## config.mk

```make
export PLATFORM = sky130hd
export DESIGN_NAME = fetch_stage_flat
export DESIGN_NICKNAME = d
export VERILOG_FILES = /design/src/rtl/pipeline_pkg.sv /design/src/rtl/fetch_stage_if.sv /design/src/rtl/fetch_stage_int_latch.sv /design/src/rtl/fetch_stage.sv /design/src/flat_wrapper.sv
export SDC_FILE = /design/constraint.sdc
export NUM_CORES = 1
export LEC_CHECK = 0
export ABC_CLOCK_PERIOD_IN_PS = 2350
export CORE_MARGIN = 1.5
export CORE_UTILIZATION = 35
export DETAILED_ROUTE_END_ITERATION = 10
export GPL_ROUTABILITY_DRIVEN = 0
export GPL_TIMING_DRIVEN = 0
export PLACE_DENSITY = 0.61
export SLEW_MARGIN = 0
export SYNTH_ARGS = -nofsm -noshare
export SYNTH_HDL_FRONTEND = slang
export SYNTH_SLANG_ARGS = --single-unit
```

## constraint.sdc

```tcl
create_clock -name Clk -period 2.35 [get_ports Clk]
set_input_delay 0.47 -clock Clk [delete_from_list [all_inputs] [get_ports Clk]]
set_output_delay 0.47 -clock Clk [all_outputs]
set_load 0.02 [all_outputs]
```

## src/rtl/pipeline_pkg.sv

```systemverilog
// Shared pipeline types and constants.
// Covers the IF/ID word layout, the NOP encoding and the fetch FSM states.
package pipeline_pkg;

    localparam int PC_W    = 32;
    localparam int INSTR_W = 16;
    localparam int IFID_W  = 69;

    localparam logic [INSTR_W-1:0] NOP = 16'h0000;

    localparam int INPORT_HI = 68;
    localparam int ADDR_HI   = 52;
    localparam int INSTR_HI  = 20;
    localparam int INT_BIT   = 4;

    typedef enum logic {
        RUN = 1'b0,
        INT = 1'b1
    } state_e;

    typedef struct packed {
        logic [INSTR_W-1:0] inport;
        logic [PC_W-1:0]    addr;
        logic [INSTR_W-1:0] instr;
        logic               intf;
    } if_id_t;

endpackage

```

## src/rtl/fetch_stage_if.sv

```systemverilog
// Fetch-stage bus: imem port, control from decode/execute, IF/ID word out.
interface fetch_stage_if;
    import pipeline_pkg::*;

    logic [PC_W-1:0]    imem_addr;
    logic [INSTR_W-1:0] imem_data;
    logic [INSTR_W-1:0] in_port;
    logic               int_req;
    logic               stall;
    logic               flush;
    logic               br_taken;
    logic [PC_W-1:0]    br_target;
    logic               idex_mem_read;
    logic [2:0]         idex_rdst;
    logic [IFID_W-1:0]  ifid_out;

    modport master (
        output imem_addr, ifid_out,
        input  imem_data, in_port, int_req, stall, flush,
        input  br_taken, br_target, idex_mem_read, idex_rdst
    );

    modport slave (
        input  imem_addr, ifid_out,
        output imem_data, in_port, int_req, stall, flush,
        output br_taken, br_target, idex_mem_read, idex_rdst
    );

endinterface

```

## src/rtl/fetch_stage_int_latch.sv

```systemverilog
// Interrupt request edge detector with a sticky pending flag.
module fetch_stage_int_latch (
    input  logic Clk,
    input  logic Rst,
    input  logic int_req_i,
    input  logic clr_i,
    output logic pending_o
);

    logic req_q;
    logic pend_q, pend_d;

    // A fresh edge in the accept cycle is a new request and must survive.
    always_comb begin
        pend_d = pend_q;
        if (clr_i)
            pend_d = 1'b0;
        if (int_req_i && !req_q)
            pend_d = 1'b1;
    end

    always_ff @(posedge Clk or negedge Rst) begin
        if (!Rst) begin
            req_q  <= 1'b0;
            pend_q <= 1'b0;
        end else begin
            req_q  <= int_req_i;
            pend_q <= pend_d;
        end
    end

    assign pending_o = pend_q;

endmodule

```

## src/rtl/fetch_stage.sv

```systemverilog
// Instruction fetch with IF/ID register, redirect, stall/flush and interrupt injection.
module fetch_stage
    import pipeline_pkg::*;
#(
    parameter logic [PC_W-1:0] RESET_PC   = 32'h0000_0000,
    parameter logic [PC_W-1:0] INT_VECTOR = 32'h0000_0002
) (
    input logic           Clk,
    input logic           Rst,
    fetch_stage_if.master bus
);

    logic [PC_W-1:0] pc_q, pc_d;
    if_id_t          ifid_q, ifid_d;
    state_e          state_q, state_d;
    logic            int_pend;
    logic            accept;

    fetch_stage_int_latch u_int_latch (
        .Clk       (Clk),
        .Rst       (Rst),
        .int_req_i (bus.int_req),
        .clr_i     (accept),
        .pending_o (int_pend)
    );

    always_ff @(posedge Clk or negedge Rst) begin
        if (!Rst)
            state_q <= RUN;
        else
            state_q <= state_d;
    end

    // Leave INT once decode has consumed the injected word.
    always_comb begin
        state_d = state_q;
        unique case (state_q)
            RUN: if (accept) state_d = INT;
            INT: if (bus.br_taken || (!bus.stall && !ifid_q.intf))
                     state_d = RUN;
            default: state_d = RUN;
        endcase
    end

    always_comb begin
        accept = (state_q == RUN) && int_pend &&
                 !bus.br_taken && !bus.flush && !bus.stall;
    end

    always_comb begin
        pc_d   = pc_q;
        ifid_d = ifid_q;
        if (bus.br_taken) begin
            pc_d         = bus.br_target;
            ifid_d       = '0;
            ifid_d.instr = NOP;
        end else if (bus.flush) begin
            ifid_d       = '0;
            ifid_d.instr = NOP;
        end else if (bus.stall) begin
            pc_d   = pc_q;
            ifid_d = ifid_q;
        end else if (accept) begin
            ifid_d.inport = bus.in_port;
            ifid_d.addr   = pc_q;
            ifid_d.instr  = NOP;
            ifid_d.intf   = 1'b1;
            pc_d          = INT_VECTOR;
        end else begin
            ifid_d.inport = bus.in_port;
            ifid_d.addr   = pc_q + PC_W'(1);
            ifid_d.instr  = bus.imem_data;
            ifid_d.intf   = 1'b0;
            pc_d          = pc_q + PC_W'(1);
        end
    end

    always_ff @(posedge Clk or negedge Rst) begin
        if (!Rst) begin
            pc_q   <= RESET_PC;
            ifid_q <= '0;
        end else begin
            pc_q   <= pc_d;
            ifid_q <= ifid_d;
        end
    end

    assign bus.imem_addr = pc_q;
    assign bus.ifid_out[INPORT_HI:INT_BIT] = ifid_q;
    assign bus.ifid_out[INT_BIT-1:0] = {bus.idex_mem_read, bus.idex_rdst};

endmodule

```

## src/flat_wrapper.sv

```systemverilog
// flat-port wrapper written by rule: the top's interface ports become plain ports
module fetch_stage_flat import pipeline_pkg::*;
#(
    parameter logic [PC_W-1:0] RESET_PC   = 32'h0000_0000,
    parameter logic [PC_W-1:0] INT_VECTOR = 32'h0000_0002
)
  (Clk, Rst, bus_imem_addr, bus_ifid_out, bus_imem_data, bus_in_port, bus_int_req, bus_stall, bus_flush, bus_br_taken, bus_br_target, bus_idex_mem_read, bus_idex_rdst);
  fetch_stage_if bus_i ();
  input logic Clk;
  input logic Rst;
  output wire logic [$bits(bus_i.imem_addr)-1:0] bus_imem_addr;
  output wire logic [$bits(bus_i.ifid_out)-1:0] bus_ifid_out;
  input wire logic [$bits(bus_i.imem_data)-1:0] bus_imem_data;
  input wire logic [$bits(bus_i.in_port)-1:0] bus_in_port;
  input wire logic [$bits(bus_i.int_req)-1:0] bus_int_req;
  input wire logic [$bits(bus_i.stall)-1:0] bus_stall;
  input wire logic [$bits(bus_i.flush)-1:0] bus_flush;
  input wire logic [$bits(bus_i.br_taken)-1:0] bus_br_taken;
  input wire logic [$bits(bus_i.br_target)-1:0] bus_br_target;
  input wire logic [$bits(bus_i.idex_mem_read)-1:0] bus_idex_mem_read;
  input wire logic [$bits(bus_i.idex_rdst)-1:0] bus_idex_rdst;
  assign bus_imem_addr = bus_i.imem_addr;
  assign bus_ifid_out = bus_i.ifid_out;
  assign bus_i.imem_data = bus_imem_data;
  assign bus_i.in_port = bus_in_port;
  assign bus_i.int_req = bus_int_req;
  assign bus_i.stall = bus_stall;
  assign bus_i.flush = bus_flush;
  assign bus_i.br_taken = bus_br_taken;
  assign bus_i.br_target = bus_br_target;
  assign bus_i.idex_mem_read = bus_idex_mem_read;
  assign bus_i.idex_rdst = bus_idex_rdst;
  fetch_stage #(.RESET_PC(RESET_PC), .INT_VECTOR(INT_VECTOR)) u_core (.Clk(Clk), .Rst(Rst), .bus(bus_i));
endmodule
```

# == Word level (Yosys, flattened, before mapping) ==
# Index checks and enable logic that the tools add are counted.
# Widths: inputs -> output; s select.
# word_totals
input_bits,74
word_cells,40
regBits,100
output_inout_bits,101
# classes
reduce_logical,14
n_addsub,1
n_mux,13
bitwise,1
n_eq_ne,3
# ops
operator,n
$mux 65,3
$mux 32,4
$mux 49,1
$add 32x1->32 const B,1
$logic_and 1x1->1,6
$logic_not 1->1,5
$mux 1,4
$ne 2x1->1 const B,2
$ne 3x1->1 const B,1
$pmux 1 s2,1
$reduce_and 2->1,1
$reduce_bool 2->1,1
$logic_or 1x1->1,1
$not 1->1,1

# == Depth between registers and ports, before layout ==
# depth
word_depth,9
ltp_mapped,9

# == Cells and area by module ==
# Synthesis repeated with hierarchy kept, for this count alone.
# unflattened
cells_unflattened,546
area_unflattened_um2,5153.7
# modules_own_cells
module,seq_area_each_um2,area_per_inst_um2,n_inst,cells_per_inst
fetch_stage,2452.4,5083.6,1,541
fetch_stage_int_latch,50.0,70.1,1,5

# == Worst setup path before layout ==
# No wires, ideal clock.
# synth_timing
kind,input to register
from,in bus_br_taken
to,"reg u_core.ifid_q, in the netlist u_core.bus.ifid_out[21]"
arrival_ps,1963
cell_stages,8
setup_ps,83
slack_ps,305
t_required_ps,2267
cell_sequence,buf_2 or3_1 clkbuf_1 nor2_1 buf_6 inv_2 ha_1 o21ai_0
# synth_between
elab_chain_len,8
word_cells_on_any_way,9
# synth_rtl
item,line,source
start: declaration,flat_wrapper.sv:18,input wire logic [$bits(bus_i.br_taken)-1:0] bus_br_taken;
$logic_not 1->1,fetch_stage.sv:47,!bus.br_taken && !bus.flush && !bus.stall;
$logic_and 1x1->1,fetch_stage.sv:46,accept = (state_q == RUN) && int_pend &&
$logic_and 1x1->1 (2 in a row),fetch_stage.sv:47,
$mux 49,fetch_stage.sv:63,end else if (accept) begin
$mux 65,fetch_stage.sv:60,end else if (bus.stall) begin
$mux 65,fetch_stage.sv:57,end else if (bus.flush) begin
$mux 65,fetch_stage.sv:53,if (bus.br_taken) begin
end signal: assignment,fetch_stage.sv:84,ifid_q <= ifid_d;
end: declaration,fetch_stage.sv:14,"if_id_t ifid_q, ifid_d;"
# Parallel ways exist; a longest one is shown, timed or not. The select of a mux whose other input is x is not followed.
# A chain may end at the register's enable or synchronous reset.

# == Worst setup path in the final report ==
# layout_timing
from,"reg u_core.pc_q[5], in the netlist u_core.bus.imem_addr[5]"
to,"reg u_core.pc_q[29], in the netlist u_core.bus.imem_addr[29]"
# layout_between
elab_chain_len,5
# layout_rtl
item,line,source
start: declaration,fetch_stage.sv:13,"logic [PC_W-1:0] pc_q, pc_d;"
start signal: assignment,fetch_stage.sv:83,pc_q <= pc_d;
$add 32x1->32,fetch_stage.sv:74,pc_d = pc_q + PC_W'(1);
$mux 32,fetch_stage.sv:63,
$mux 32,fetch_stage.sv:60,
$mux 32,fetch_stage.sv:57,
$mux 32,fetch_stage.sv:53,
# No other way between the ends. The select of a mux whose other input is x is not followed.

==> impl_metrics.csv <==
group,metric,value,unit
finish,drive_above_1_share,10.0,%
flow_run,maxCapViolCount,0,
min_path,min_path_type,"input port to async pin",
floorplanning,die_w,123,um
place,port-buffer-count,169,
route,viasPerCell,5.56,
global_route,antenna_found_initial,0,
finish,final_common_cell,"clkdlybuf4s50_1",
synth,synthArstFlopShare,100,%
power_and_ir_drop,ir_drop,0.481,mV
worst_setup_path,reg2reg_depth,5,
clocking,cts.clk_slew.worst_paths,70,ps
sta,maxSlewViolCount,0,
sta,finalSetupTns,0,ps
floorplanning,fp.dieH,123,um
global_route,grt_pass1_wl,26.0,mm
finish,final_cell_mix,"clkdlybuf4s50_1, dfrtp_1, nand2_1, a22o_1, o21ai_0",
clocking,cts_root_buffer,"clkbuf_16",
status,outcome,"finished clean",
worst_setup_path,end_kind,"register",
synth,seq_area_frac_synth,49.5,%
synth,ys_seq_elements,100,
sta,worst-slew-pin-transition,697,ps
clocking,cts_sinks,100,
place,place_area,7000,um2
global_route,grt_usage,22.8,%
place,place_hpwl,12.5,mm
worst_setup_path,critPathMaxStageDelay,670,ps
power_and_ir_drop,total_power,4370,uW
route,ant_nets,0,
sta,fin_skew,10.1,ps
finish,area_delta_synth_final,45.1,%
clocking,cts-htree-levels,3,
power_and_ir_drop,p_leak,0.00307,uW
sta,rsz0062_at_grt,"false",
sta,holdWs,147,ps
sta,slew_headroom,53.5,%
route,finalWirelength,17.0,mm
sta,fin_crit_sh,94.8,%
global_route,grt_pass1_vias,4675,
global_route,grt_max_degree,52,
worst_setup_path,crit_path_start,"u_core.bus.imem_addr[5]$_DFFE_PN0P_",
worst_setup_path,slowest_stage,"nor4_4",
route,drcViolationCount,0,
worst_setup_path,path_delay_family,"simple AND/OR/NAND/NOR gates",
finish,antennaDiodeCount,0,
worst_setup_path,reg2reg_from,"u_core.bus.imem_addr[5]$_DFFE_PN0P_",
floorplanning,num_io_pins,175,
synth,syn_inst,501,
route,drtPass1Iterations,5,
floorplanning,rows,43,
worst_setup_path,worstSetupPathType,"register to register",
route,drt_iter0_drc,318,
worst_setup_path,crit_buf_inv,0,
floorplanning,core-area,14000,um2
clocking,clockBufferDepth,2,
clocking,cts-hold-fix-buffers,0,
worst_setup_path,crit_required,2590,ps
synth,synth_edf_count,0,
clocking,cts_made_buffers,9,
floorplanning,die_area,15200,um2
synth,synth_ff_type,"dfrtp_1",
clocking,clk_latency,360,ps
global_route,overflow,0,
finish,fin_nets,760,
synth,ys_warn_count,0,
route,wl_per_cell,19.6,um
synth,synth_area,5060,um2
finish,final_util,52.5,%
sta,period_needed,2230,ps
power_and_ir_drop,p_per_area,595,nW/um2
worst_setup_path,path_cells,"nand3_4, nor4_4, nand4_1, mux2i_1, a221o_1",
sta,timing.fmax,449,MHz
route,vias,4827,
worst_setup_path,arrival,2470,ps
finish,fin_area,7340,um2
worst_setup_path,path_depth,5,
worst_setup_path,cp-start-kind,"register",
synth,ys_types,60,
clocking,cts_tree,"done",
synth,postSynthAreaPerCell,10.1,um2
sta,finalSetupViolCount,0,
synth,synth_nets,577,
floorplanning,initial_core_util,36.2,%
worst_setup_path,critPathMaxFanout,10,
sta,final_hold_viol_count,0,
==> state kept, by name, indices dropped and copies added, names as in the netlist <==
| signal | cells |
|---|---|
| u_core.bus.imem_addr | 32 |
| u_core.u_int_latch.pending_o | 1 |
| u_core.bus.ifid_out | 65 |
| u_core.state_q | 1 |
| u_core.u_int_latch.req_q | 1 |
==> through the flow <==
| step | instances | worst slack [ps] |
|---|---|---|
| floorplan | 501 | 305 |
| detailed placement | 851 | -693 |
| global route | 868 | 2.15 |
| global placement | 850 | -3020 |
| finish | 868 | 121 |
| CTS | 867 | 14.7 |
==> logic make-up after synthesis <==
| family | synth area share [%] |
|---|---|
| buf+inv | 5.44 |
| fa+ha+maj | 0.494 |
| compound gates | 18.9 |
| simple gates | 20.9 |
| xor+xnor | 3.81 |
| mux | 0.989 |
| flops | 49.5 |
==> power by group <==
| part | internal (uW) | leakage, uW | switching [uW] | total (uW) |
|---|---|---|---|---|
| registers | 1820 | 0.00132 | 124 | 1940 |
| logic | 430 | 0.00161 | 494 | 924 |
| clock network | 826 | 0.000135 | 675 | 1500 |
| total | 3070 | 0.00307 | 1290 | 4370 |
==> Yosys cell counts (8+ instances only) <==
cell type,instances,area share (%)
a22oi_1,11,1.6
a21oi_1,11,1.1
dfrtp_1,100,49
and3_1,11,1.4
clkbuf_1,21,1.6
a22o_1,34,5.9
nand4_1,11,1.4
nor2_1,24,1.8
nand2_1,58,4.3
nor3_1,13,1.3
nand3_1,26,2.6
o21ai_0,33,3.3
a221o_1,8,1.6
xnor2_1,15,2.6
==> routing by layer <==
layer / up-vias / part of all wire, % / global-route usage, %
met5: - / 0 / 0
met4: 0 / 2.1 / 8.76
met3: 20 / 8.3 / 6.00
met2: 225 / 46 / 35.6
met1: 2367 / 44 / 30.2
li1: 2215 / - / -
==> repair_timing <==
item                       in CTS  in global routing
setup buffers                   1                  2
pin swaps                       1                  1
setup endpoints to repair      12                 30
gates resized for setup         4                  8
==> final timing paths <==
| kind | endpoint | slack, ps |
|---|---|---|
| setup reg to reg | u_core.bus.imem_addr[29]$_DFFE_PN0P_ | 120 |
| min in group Clk | u_core.u_int_latch.pending_o$_DFFE_PN0P_ | 420 |
| hold reg to reg | u_core.u_int_latch.pending_o$_DFFE_PN0P_ | 420 |
| hold / removal | u_core.bus.ifid_out[63]$_DFFE_PN0P_ | 150 |
| setup / recovery | u_core.bus.imem_addr[29]$_DFFE_PN0P_ | 120 |
| max in group asynchronous | u_core.bus.ifid_out[30]$_DFFE_PN0P_ | 1510 |
==> worst reg2reg max path, delay by kind of cell (launching register included) <==
kind / cells / cell delay [ps]
compound gates: 1 / 250
flops: 1 / 540
mux: 1 / 170
simple gates: 3 / 1160
==> area by class of cell <==
type	count	area, um2
clock inverter	5	62.6
tap	180	225
inverter	8	30.0
fill	1252	6650
timing repair buffer	173	1740
sequential	100	2500
clock buffer	10	229
buffer	41	246
multi-input combinational	351	2310
No activity file was read; power rests on OpenSTA's default activity.
